File: src/rtl/if_pkg.sv
// Shared types and constants for the instruction-fetch stage.
// Also provides the sequential next-PC helper.
package if_pkg;

  typedef enum logic [1:0] {
    REQ,
    WAIT,
    HOLD,
    DISCARD
  } fetch_state_e;

  localparam logic [31:0] NOP_INSTR = 32'h0000_0000;
  localparam logic [31:0] PC_STEP   = 32'd4;

  // Sequential successor; wraps modulo 2^32 with no overflow flag.
  function automatic logic [31:0] pc_next(input logic [31:0] pc);
    return pc + PC_STEP;
  endfunction

endpackage

File: src/rtl/if_id_reg.sv
// IF/ID pipeline register with flush > stall > load > bubble priority.
// A bubble clears valid and the instruction but keeps the last PC+4.
module if_id_reg
  import if_pkg::*;
(
  input  logic        clk,
  input  logic        rst_n,
  input  logic        flush,
  input  logic        stall,
  input  logic        load,
  input  logic [31:0] load_instr,
  input  logic [31:0] load_pc_add,
  output logic        valid,
  output logic [31:0] instr,
  output logic [31:0] pc_add
);

  always_ff @(posedge clk) begin
    if (!rst_n) begin
      valid  <= 1'b0;
      instr  <= NOP_INSTR;
      pc_add <= 32'h0;
    end else if (flush) begin
      valid  <= 1'b0;
      instr  <= NOP_INSTR;
      pc_add <= 32'h0;
    end else if (stall) begin
      // NOTE: leaving registers unassigned inside always_ff simply holds them; no latch results.
    end else if (load) begin
      valid  <= 1'b1;
      instr  <= load_instr;
      pc_add <= load_pc_add;
    end else begin
      valid  <= 1'b0;
      instr  <= NOP_INSTR;
    end
  end

endmodule

File: src/rtl/if_fetch.sv
// Instruction-fetch stage: owns the PC, issues one outstanding request at a time,
// and feeds the IF/ID register with the returned word and its PC+4.
module if_fetch
  import if_pkg::*;
#(
  parameter logic [31:0] RESET_PC = 32'h0000_3000
) (
  input  logic        clk,
  input  logic        rst_n,
  input  logic        redirect,
  input  logic [31:0] redirect_pc,
  input  logic        stall,
  input  logic        flush,
  output logic        im_req_valid,
  output logic [31:0] im_req_addr,
  input  logic        im_req_ready,
  input  logic        im_rsp_valid,
  input  logic [31:0] im_rsp_data,
  output logic [31:0] pc_out,
  output logic        if_id_valid,
  output logic [31:0] if_id_im_out,
  output logic [31:0] if_id_pc_add_out
);

  fetch_state_e state;
  logic [31:0]  pc;
  logic [31:0]  hold_buf;
  logic [31:0]  pc_plus;
  logic         load;
  logic [31:0]  load_instr;

  assign pc_plus      = pc_next(pc);
  assign im_req_valid = rst_n && (state == REQ) && !redirect;
  assign im_req_addr  = pc;
  assign pc_out       = pc;

  // A word reaches IF/ID straight from memory in WAIT, or from the hold buffer in HOLD.
  assign load       = !redirect && !stall &&
                      (((state == WAIT) && im_rsp_valid) || (state == HOLD));
  assign load_instr = (state == HOLD) ? hold_buf : im_rsp_data;

  always_ff @(posedge clk) begin
    if (!rst_n) begin
      state    <= REQ;
      pc       <= RESET_PC;
      // NOTE: the single-entry hold buffer is cleared on reset; it is a register, not a RAM.
      hold_buf <= NOP_INSTR;
    end else begin
      unique case (state)
        REQ: begin
          if (redirect)          pc    <= redirect_pc;
          else if (im_req_ready) state <= WAIT;
        end
        WAIT: begin
          if (im_rsp_valid) begin
            if (redirect) begin
              pc    <= redirect_pc;
              state <= REQ;
            end else if (!stall) begin
              pc    <= pc_plus;
              state <= REQ;
            end else begin
              hold_buf <= im_rsp_data;
              state    <= HOLD;
            end
          end else if (redirect) begin
            pc    <= redirect_pc;
            state <= DISCARD;
          end
        end
        HOLD: begin
          if (redirect) begin
            pc    <= redirect_pc;
            state <= REQ;
          end else if (!stall) begin
            pc    <= pc_plus;
            state <= REQ;
          end
        end
        DISCARD: begin
          // The cancelled response is still owed by memory; swallow it before refetching.
          if (redirect)     pc    <= redirect_pc;
          if (im_rsp_valid) state <= REQ;
        end
        default: state <= REQ;
      endcase
    end
  end

  if_id_reg u_if_id (
    .clk         (clk),
    .rst_n       (rst_n),
    .flush       (flush),
    .stall       (stall),
    .load        (load),
    .load_instr  (load_instr),
    .load_pc_add (pc_plus),
    .valid       (if_id_valid),
    .instr       (if_id_im_out),
    .pc_add      (if_id_pc_add_out)
  );

endmodule

File: config.mk
export PLATFORM = sky130hd
export DESIGN_NAME = if_fetch
export DESIGN_NICKNAME = d
export VERILOG_FILES = /design/src/rtl/if_pkg.sv /design/src/rtl/if_id_reg.sv /design/src/rtl/if_fetch.sv
export SDC_FILE = /design/constraint.sdc
export NUM_CORES = 1
export LEC_CHECK = 0
export CAP_MARGIN = 10
export CORE_UTILIZATION = 44
export DETAILED_ROUTE_END_ITERATION = 12
export GPL_ROUTABILITY_DRIVEN = 0
export HOLD_SLACK_MARGIN = 0.02
export PLACE_DENSITY = 0.83
export SLEW_MARGIN = 20
export SYNTH_ARGS = -nofsm -noshare
export SYNTH_HDL_FRONTEND = slang
export SYNTH_SLANG_ARGS = --single-unit
File: constraint.sdc
create_clock -name clk -period 6.2 [get_ports clk]
set_input_delay 1.55 -clock clk [delete_from_list [all_inputs] [get_ports clk]]
set_output_delay 1.55 -clock clk [all_outputs]
set_load 0.01 [all_outputs]
Word level (Yosys, flattened, before mapping). Index checks and enable logic that the tools add are counted.

Register bits after elaboration: 131. Logic and storage cells: 50. Bits in latches: 0. Memory bits (read-only): 0. Memory bits (writable): 0. Input port bits: 71. Memories: 0.

$add $sub $neg: 1. Shift-type cells: 0. Reductions and logical operators: 14. $mul: 0. Equality and inequality tests: 8. Divide/modulo/power cells: 0. Order comparisons: 0. Multiplexer cells: 18. Bitwise gates (word level): 3.

Operators by type and width (number): 2-to-1 mux 32 bit (6); one-hot mux 32 bit (3 select lines) (1); adder 32 x 3 -> 32 bit, second input constant (1); 2-to-1 mux 2 bit (9); one-hot mux 2 bit (4 select lines) (1); inequality test 2 bit, second input constant (3); inequality test 3 bit, second input constant (2); logical AND 1 bit (5); AND reduction 5 bit (1); equality test 2 bit, second input constant (2); AND reduction 4 bit (1); OR reduction 2 bit (2); inverter 1 bit (3); equality test 2 x 1 -> 1 bit, second input constant (1); logical NOT 1 bit (2); logical NOT 2 bit (1); AND reduction 2 bit (1); logical OR 1 bit (1); 2-to-1 mux 1 bit (1).

Logic depth before layout (Yosys ltp). Gate-level depths: netlist of the first run.

Word-level depth: 5. Gate-level depth with buffers: 10. Gate-level depth less buffers: 7.

Cells and area by module. From an unflattened synthesis of the first run, not the netlist that was laid out.

Cells, all modules: 823. Area, all modules: 6950.4 µm².

By module, submodules not included: if_fetch (instances 1, cells an instance 571, area each 4478.0 µm²); if_id_reg (instances 1, cells an instance 252, area each 2472.4 µm²).

Least setup slack after synthesis of the first run. No wires, ideal clock.

Path type: in2out. Start: in rst_n. End: out im_req_valid. Setup slack: 2.625 ns. Stages on the path: 2. Arrival: 2.025 ns. Required time: 4.650 ns. Path buffers: 1. Path through: clkbuf_1 > and3_1.

Cells in the longest elaborated chain, start to end: 2.

RTL lines: start: declaration (line if_fetch.sv:9) `input logic rst_n,`; logical AND 1 bit (2 in a row) (line if_fetch.sv:33) `assign im_req_valid = rst_n && (state == REQ) && !redirect;`; end: declaration (line if_fetch.sv:14) `output logic im_req_valid,`.

No other way between the ends.

Worst setup path in the final report of the first run.
Start: in redirect. End: out im_req_valid.

Cells in the longest elaborated chain, start to end: 2.

RTL lines: start: declaration (line if_fetch.sv:10) `input logic redirect,`; logical NOT 1 bit (line if_fetch.sv:33); logical AND 1 bit (line if_fetch.sv:33).

No other way between the ends.

==> results.json, run 1 <==
{
  "async_flop_share_pct": 0,
  "hp-class": "flop to flop",
  "comb_power_share_pct": 15.3,
  "post_cts_buffers": 0,
  "synthTopCellsByArea": "dfxtp_1, nand2_1, mux2_2",
  "insertion_delay_ps": 420,
  "fin_crit_ps": 4770,
  "area_growth_syn_to_layout_pct": 37.0,
  "root_buffer": "clkbuf_16",
  "avgSynthCellArea_sq_um": 8.46,
  "synth_seq_cells": 131,
  "fmax_ghz": 0.210,
  "grt_setup_unrepaired": "no",
  "vias": 5857,
  "final_nets": 954,
  "initial_core_util_pct": 45.2,
  "avgViaCountPerCell": 5.48,
  "die_w_um": 122,
  "clock_power_share_pct": 42.0,
  "yosysTopAreaCell": "dfxtp_1",
  "synth-seq-area-share_pct": 41.7,
  "rr_startpoint": "state[0]",
  "antenna_found_initial": 0,
  "grt_pass1_wl_mm": 28.4,
  "crit_arrival_ps": 3220,
  "end_kind": "output pin",
  "ant_nets": 0,
  "drt-pass1-iter-count": 6,
  "fin_hold_ws_ps": 455,
  "p_sw_share_pct": 26.5,
  "drv_slew": 0,
  "setup_tns_ps": 0,
  "cts_resized": 0,
  "io_pins": 201,
  "worst_pin_slew_ps": 1050,
  "drcViolationCount": 0,
  "maxSlewHeadroom_pct": 30.0,
  "ys_warn_count": 0,
  "wirelength_mm": 18.6,
  "drt-initial-drc-count": 465,
  "setup_viol": 0,
  "max_cap_violations": 0,
  "power_frac_seq_pct": 42.6,
  "synth_edf_count": 0,
  "overflow": 0,
  "grt_pass1_vias": 5364,
  "die_y_um": 122,
  "post_dp_cell_area_sq_um": 8080,
  "switchingPower_w": 0.000575,
  "hold_buffers": 0,
  "hp-start": "hold_buf[12]",
  "synthFlopType": "dfxtp_1",
  "cts_tree": "built",
  "numCtsBuffers": 17,
  "cp_max_fo": 23,
  "required_ps": 4650,
  "grt_max_degree": 58,
  "syn_area_sq_um": 6290,
  "drive_gt1_share_pct": 9.57,
  "track_usage_pct": 25.1,
  "cts_buffer_depth": 2,
  "dieArea_sq_um": 14800,
  "intPower_w": 0.00160,
  "ir_drop_mv": 0.175,
  "path_class": "input port to output pin",
  "synth_cells": 744,
  "h-tree-depth": 4,
  "worstSetupStartpointType": "input port",
  "diodes": 0,
  "port_buffers": 200,
  "path_clk_slew_ps": 50,
  "power_density_nw_per_um2": 252,
  "final_area_sq_um": 8620,
  "finalHoldViolCount": 0,
  "dp_hpwl_mm": 12.9,
  "core-area_sq_um": 13900,
  "ys_types": 54,
  "synth_top_cell_area_share_pct": 41.7,
  "p_leak_nw": 2.92,
  "wl_per_cell_um": 17.4,
  "setup.worst_path.start": "redirect",
  "cts.sinks": 131,
  "status": "complete, no violations",
  "skew_ps": 6.55,
  "placement_rows": 43,
  "nFillCells": 1190,
  "synth_nets": 821,
  "post-route-period-util_pct": 76.9
}
[critical path, cell delays in order]
cell	delay [ps]
clkdlybuf4s50_1	450
buf_4	300
inv_1	220
and3_1	190
clkdlybuf4s50_1	490
[final timing paths]
check	endpoint	slack [ps]	cells after the start
min reg2reg	hold_buf[12]	450	2
max	im_req_valid	1430	5
min	hold_buf[12]	450	2
max reg2reg	im_req_addr[11]	3150	7
[metal layers]
| layer | wire, um | share of wire (%) | up-vias | track usage [%] |
|---|---|---|---|---|
| met1 | 8110 | 44 | 2766 | 32.8 |
| met4 | 306 | 1.6 | 0 | 8.33 |
| met2 | 9010 | 48 | 219 | 40.7 |
| met5 | 0 | 0 | - | 0 |
| met3 | 1210 | 6.5 | 17 | 5.76 |
| li1 | - | - | 2855 | - |
[layout by cell type, fill, tap and decap left out, drive strengths merged, types with 2 or more instances in the layout]
cell type      netlist  layout
clkinv               1       7
nand3               16      16
nand2b               5       5
ha                   6       6
xnor2               11      11
buf                 61       9
o311ai              11      11
o31ai                2       2
nor4                 6       6
a211oi              19      19
o22ai                7       7
nand4               13      13
dfxtp              131     131
nor2                78      78
and3                 5       5
inv                  9       9
a21oi               53      53
xor2                16      16
a22oi               35      35
nor3                12      12
a221oi               5       5
clkdlybuf4s50        0     199
nand2              107     107
clkbuf              33      19
a31oi                5       5
clkinvlp             0       4
o22a                 2       2
o221ai               3       3
mux2                34      34
mux2i               17      17
o21ai               27      27
[state kept, by name, summed over array words and instances, names as in the netlist]
register	flops
hold_buf	32
im_req_addr	32
u_if_id.instr	32
u_if_id.pc_add	32
state	2
u_if_id.valid	1
[power by group through the flow]
stage	logic, W	clock network (W)	registers, W
final	0.000333	0.000913	0.000926
after global routing	0.000357	0.000968	0.000931
after CTS	0.000332	0.000922	0.000924
after detailed placement	0.000328	0	0.000942
after global placement	0.000324	0	0.000941
after floorplan	0.000194	0	0.000927
[cell type report]
| class | count | area, sq um | share of cell area [%] |
|---|---|---|---|
| flip-flops and latches | 131 | 2620 | 30.4 |
| clock buffers | 19 | 443 | 5.14 |
| clock inverters | 11 | 90.1 | 1.04 |
| well taps | 180 | 225 | 2.61 |
| repair buffers | 208 | 2060 | 23.9 |
| inverters | 10 | 37.5 | 0.435 |
| multi-input cells | 509 | 3150 | 36.5 |
[through the flow]
step	instances	worst slack, ps	utilization [%]	total power (W)
6_report	1068	1430	61.9	0.00217
5_1_grt	1068	1370	61.9	0.00226
4_1_cts	1068	1440	61.8	0.00218
3_5_place_dp	1038	1460	58.0	0.00127
3_3_place_gp	1038	1480	58.0	0.00127
2_1_floorplan	744	2620	-	0.00112
[logic make-up (layout without fill, tap and decap cells)]
group / after synthesis / in the layout / synth area share, %
AND/OR/NAND/NOR: 248 / 248 / 17.5
AO/OA/AOI/OAI: 177 / 177 / 18.4
flip-flops: 131 / 131 / 41.7
buffers and inverters: 104 / 248 / 8.63
multiplexers: 51 / 51 / 8.79
XOR/XNOR: 27 / 27 / 3.76
adder cells (fa/ha/maj): 6 / 6 / 1.19
[synth_stat cells (2+ instances only)]
master	instances
a31oi_1	5
nand2_1	106
o21ai_0	18
xor2_1	16
o311ai_1	9
inv_1	9
clkbuf_1	33
nor4_2	2
and3_1	5
mux2_2	34
buf_2	17
nand2b_1	5
dfxtp_1	131
a22oi_1	35
buf_1	9
buf_4	35
a21oi_1	53
o221ai_1	3
o22a_1	2
o31ai_1	2
ha_1	6
nand3_1	15
mux2i_1	17
nor2_1	78
a211oi_1	18
nor4_1	3
nor3_1	12
nand4_1	12
xnor2_1	11
a221oi_1	5
o21ai_1	9
o22ai_1	7
Note: power is estimated with default switching activity, not from simulation.
==> run 2, diff against run 1 <==
==> constraint.sdc (replaced) <==
create_clock -name clk -period 4.4 [get_ports clk]
set_input_delay 1.1 -clock clk [delete_from_list [all_inputs] [get_ports clk]]
set_output_delay 1.1 -clock clk [all_outputs]
set_load 0.01 [all_outputs]
==> run 2 against run 1 <==
  * Sequential cell count did not move
  * Critical path depth fell by 1
  * First-iteration DRC count rose by 16%
  * Clock power rose by 51%
  * Register-to-register slack got worse by 1500 ps
  * Non-clock buffer count rose by 3
  * Utilization rose by 0.44 points
  * Count of clock-buffer cells in the layout rose by 5
  * Sequential power rose by 41%
  * Global-route usage rose by 0.32 points
  * Final area rose by 0.71%
  * Via count rose by 2.5%
==> results.json, run 2 (synthesized netlist as in run 1, its figures left out) <==
{
  "status": "complete, no violations",
  "required_ps": 3300,
  "path_buf_inv": 3,
  "track_usage_pct": 25.4,
  "fmax_ghz": 0.271,
  "post-route-period-util_pct": 83.9,
  "cp_slowest_cell": "clkdlybuf4s50_1",
  "insertion_delay_ps": 410,
  "crit_family": "buffers and inverters",
  "path_clk_slew_ps": 50,
  "crit_arrival_ps": 2590,
  "fin_hold_ws_ps": 453,
  "regToRegEndpoint": "u_if_id.pc_add[31]",
  "placement_rows": 43,
  "die_y_um": 122,
  "cts.sinks": 131,
  "setup_tns_ps": 0,
  "diodes": 0,
  "final_nets": 957,
  "cts_resized": 0,
  "end_kind": "output pin",
  "cp_max_fo": 9,
  "finalHoldViolCount": 0,
  "dp_hpwl_mm": 13.0,
  "p_leak_nw": 2.96,
  "area_growth_syn_to_layout_pct": 38.0,
  "worst_pin_slew_ps": 1020,
  "drv_slew": 0,
  "wl_per_cell_um": 17.4,
  "comb_power_share_pct": 14.9,
  "switchingPower_w": 0.000780,
  "cts_tree": "built",
  "drt-pass1-iter-count": 5,
  "rr_startpoint": "im_req_addr[8]",
  "drt-initial-drc-count": 541,
  "core-area_sq_um": 13900,
  "hold_buffers": 0,
  "final_area_sq_um": 8680,
  "met3_usage_pct": 4.82,
  "cts_buffer_depth": 2,
  "grt_setup_unrepaired": "no",
  "vias": 6005,
  "ff2ff_path_depth": 5,
  "grt_busiest_layer": "met2",
  "power_frac_seq_pct": 41.4,
  "grtUsageMet2_pct": 39.4,
  "intPower_w": 0.00237,
  "io_pins": 201,
  "post_cts_buffers": 0,
  "grtUsageMet1_pct": 33.8,
  "clock_power_share_pct": 43.7,
  "avgViaCountPerCell": 5.61,
  "rrSetupSlack_ps": 1670,
  "grt_max_degree": 83,
  "hp-start": "hold_buf[9]",
  "path_class": "input port to output pin",
  "overflow": 0,
  "initial_core_util_pct": 45.2,
  "grt_pass1_wl_mm": 29.0,
  "crit_path_cell_trace": "clkdlybuf4s50_1 > inv_1 > and3_1 > clkdlybuf4s50_1",
  "worstSetupStartpointType": "input port",
  "root_buffer": "clkbuf_16",
  "h-tree-depth": 4,
  "path_common_cell": "clkdlybuf4s50_1",
  "maxSlewHeadroom_pct": 31.3,
  "dieArea_sq_um": 14800,
  "antenna_found_initial": 0,
  "ir_drop_mv": 0.272,
  "max_stage_delay_ps": 550,
  "layout_commonest_cell": "clkdlybuf4s50_1",
  "numCtsBuffers": 17,
  "die_w_um": 122,
  "drcViolationCount": 0,
  "post_dp_cell_area_sq_um": 8110,
  "hp-class": "flop to flop",
  "fin_crit_ps": 3690,
  "drive_gt1_share_pct": 9.55,
  "max_cap_violations": 0,
  "skew_ps": 10.7,
  "wirelength_mm": 18.6,
  "hold_end": "hold_buf[9]",
  "layout_common_cells": "clkdlybuf4s50_1, dfxtp_1, nand2_1, nor2_1, a21oi_1",
  "p_sw_share_pct": 24.7,
  "setup_viol": 0,
  "power_density_nw_per_um2": 363,
  "hold_depth": 2,
  "ant_nets": 0,
  "port_buffers": 200,
  "grt_pass1_vias": 5600
}
-- run 2: cell count changes in the layout (fill, tap and decap cells not counted) --
cell	delta
clkbuf_8	+4
clkinvlp_4	-4
buf_4	+3
clkinv_2	-3
bufinv_16	+1
clkbuf_1	+1
nand3_1	+1
nand3_2	-1
-- run 2: layout make-up --
type                    instances  area, sq um
clock inverters                 5         75.1
fillers                      1218         5250
clock buffers                  24          502
inverters                      10         37.5
flip-flops and latches        131         2620
repair buffers                211         2080
multi-input cells             509         3140
well taps                     180          225
-- run 2: per-stage QoR --
| step | setup slack (ps) | power (W) | instances | utilization (%) |
|---|---|---|---|---|
| final | 709 | 0.00315 | 1070 | 62.3 |
| after global placement | 758 | 0.00178 | 1041 | 58.2 |
| after CTS | 716 | 0.00317 | 1070 | 62.3 |
| after floorplan | 1720 | 0.00158 | 744 | - |
| after detailed placement | 746 | 0.00179 | 1041 | 58.2 |
| after global routing | 630 | 0.00327 | 1070 | 62.3 |
-- run 2: power groups by stage --
stage / sequential [W] / combinational (W) / clock (W)
2_1_floorplan: 0.00131 / 0.000274 / 0
3_3_place_gp: 0.00133 / 0.000459 / 0
3_5_place_dp: 0.00133 / 0.000464 / 0
4_1_cts: 0.00130 / 0.000468 / 0.00140
5_1_grt: 0.00131 / 0.000505 / 0.00146
6_report: 0.00131 / 0.000469 / 0.00138
-- run 2: worst max-delay path by stage --
| stage | depth (start not counted) | start | end | slack, ps |
|---|---|---|---|---|
| 4_1_cts | 4 | redirect | im_req_valid | 720 |
| 3_5_place_dp | 4 | redirect | im_req_valid | 750 |
| 6_report | 4 | redirect | im_req_valid | 710 |
| 3_3_place_gp | 4 | redirect | im_req_valid | 760 |
| 5_1_grt | 4 | redirect | im_req_valid | 630 |
| 2_1_floorplan | 2 | rst_n | im_req_valid | 1720 |
-- run 2: layer usage --
metal | part of all wire, % | routed length, um
met3 | 6.8 | 1270
met5 | 0 | 0
met4 | 3.4 | 634
met2 | 46 | 8660
met1 | 43 | 8090
-- run 2: worst register-to-register path: cells and delay by family (launching register included) --
kind | cells | cell delay [ps]
DFF | 1 | 550
xor gates and xnor gates | 1 | 300
AOI/OAI and AO/OA | 1 | 120
and+or+nand+nor | 3 | 1600
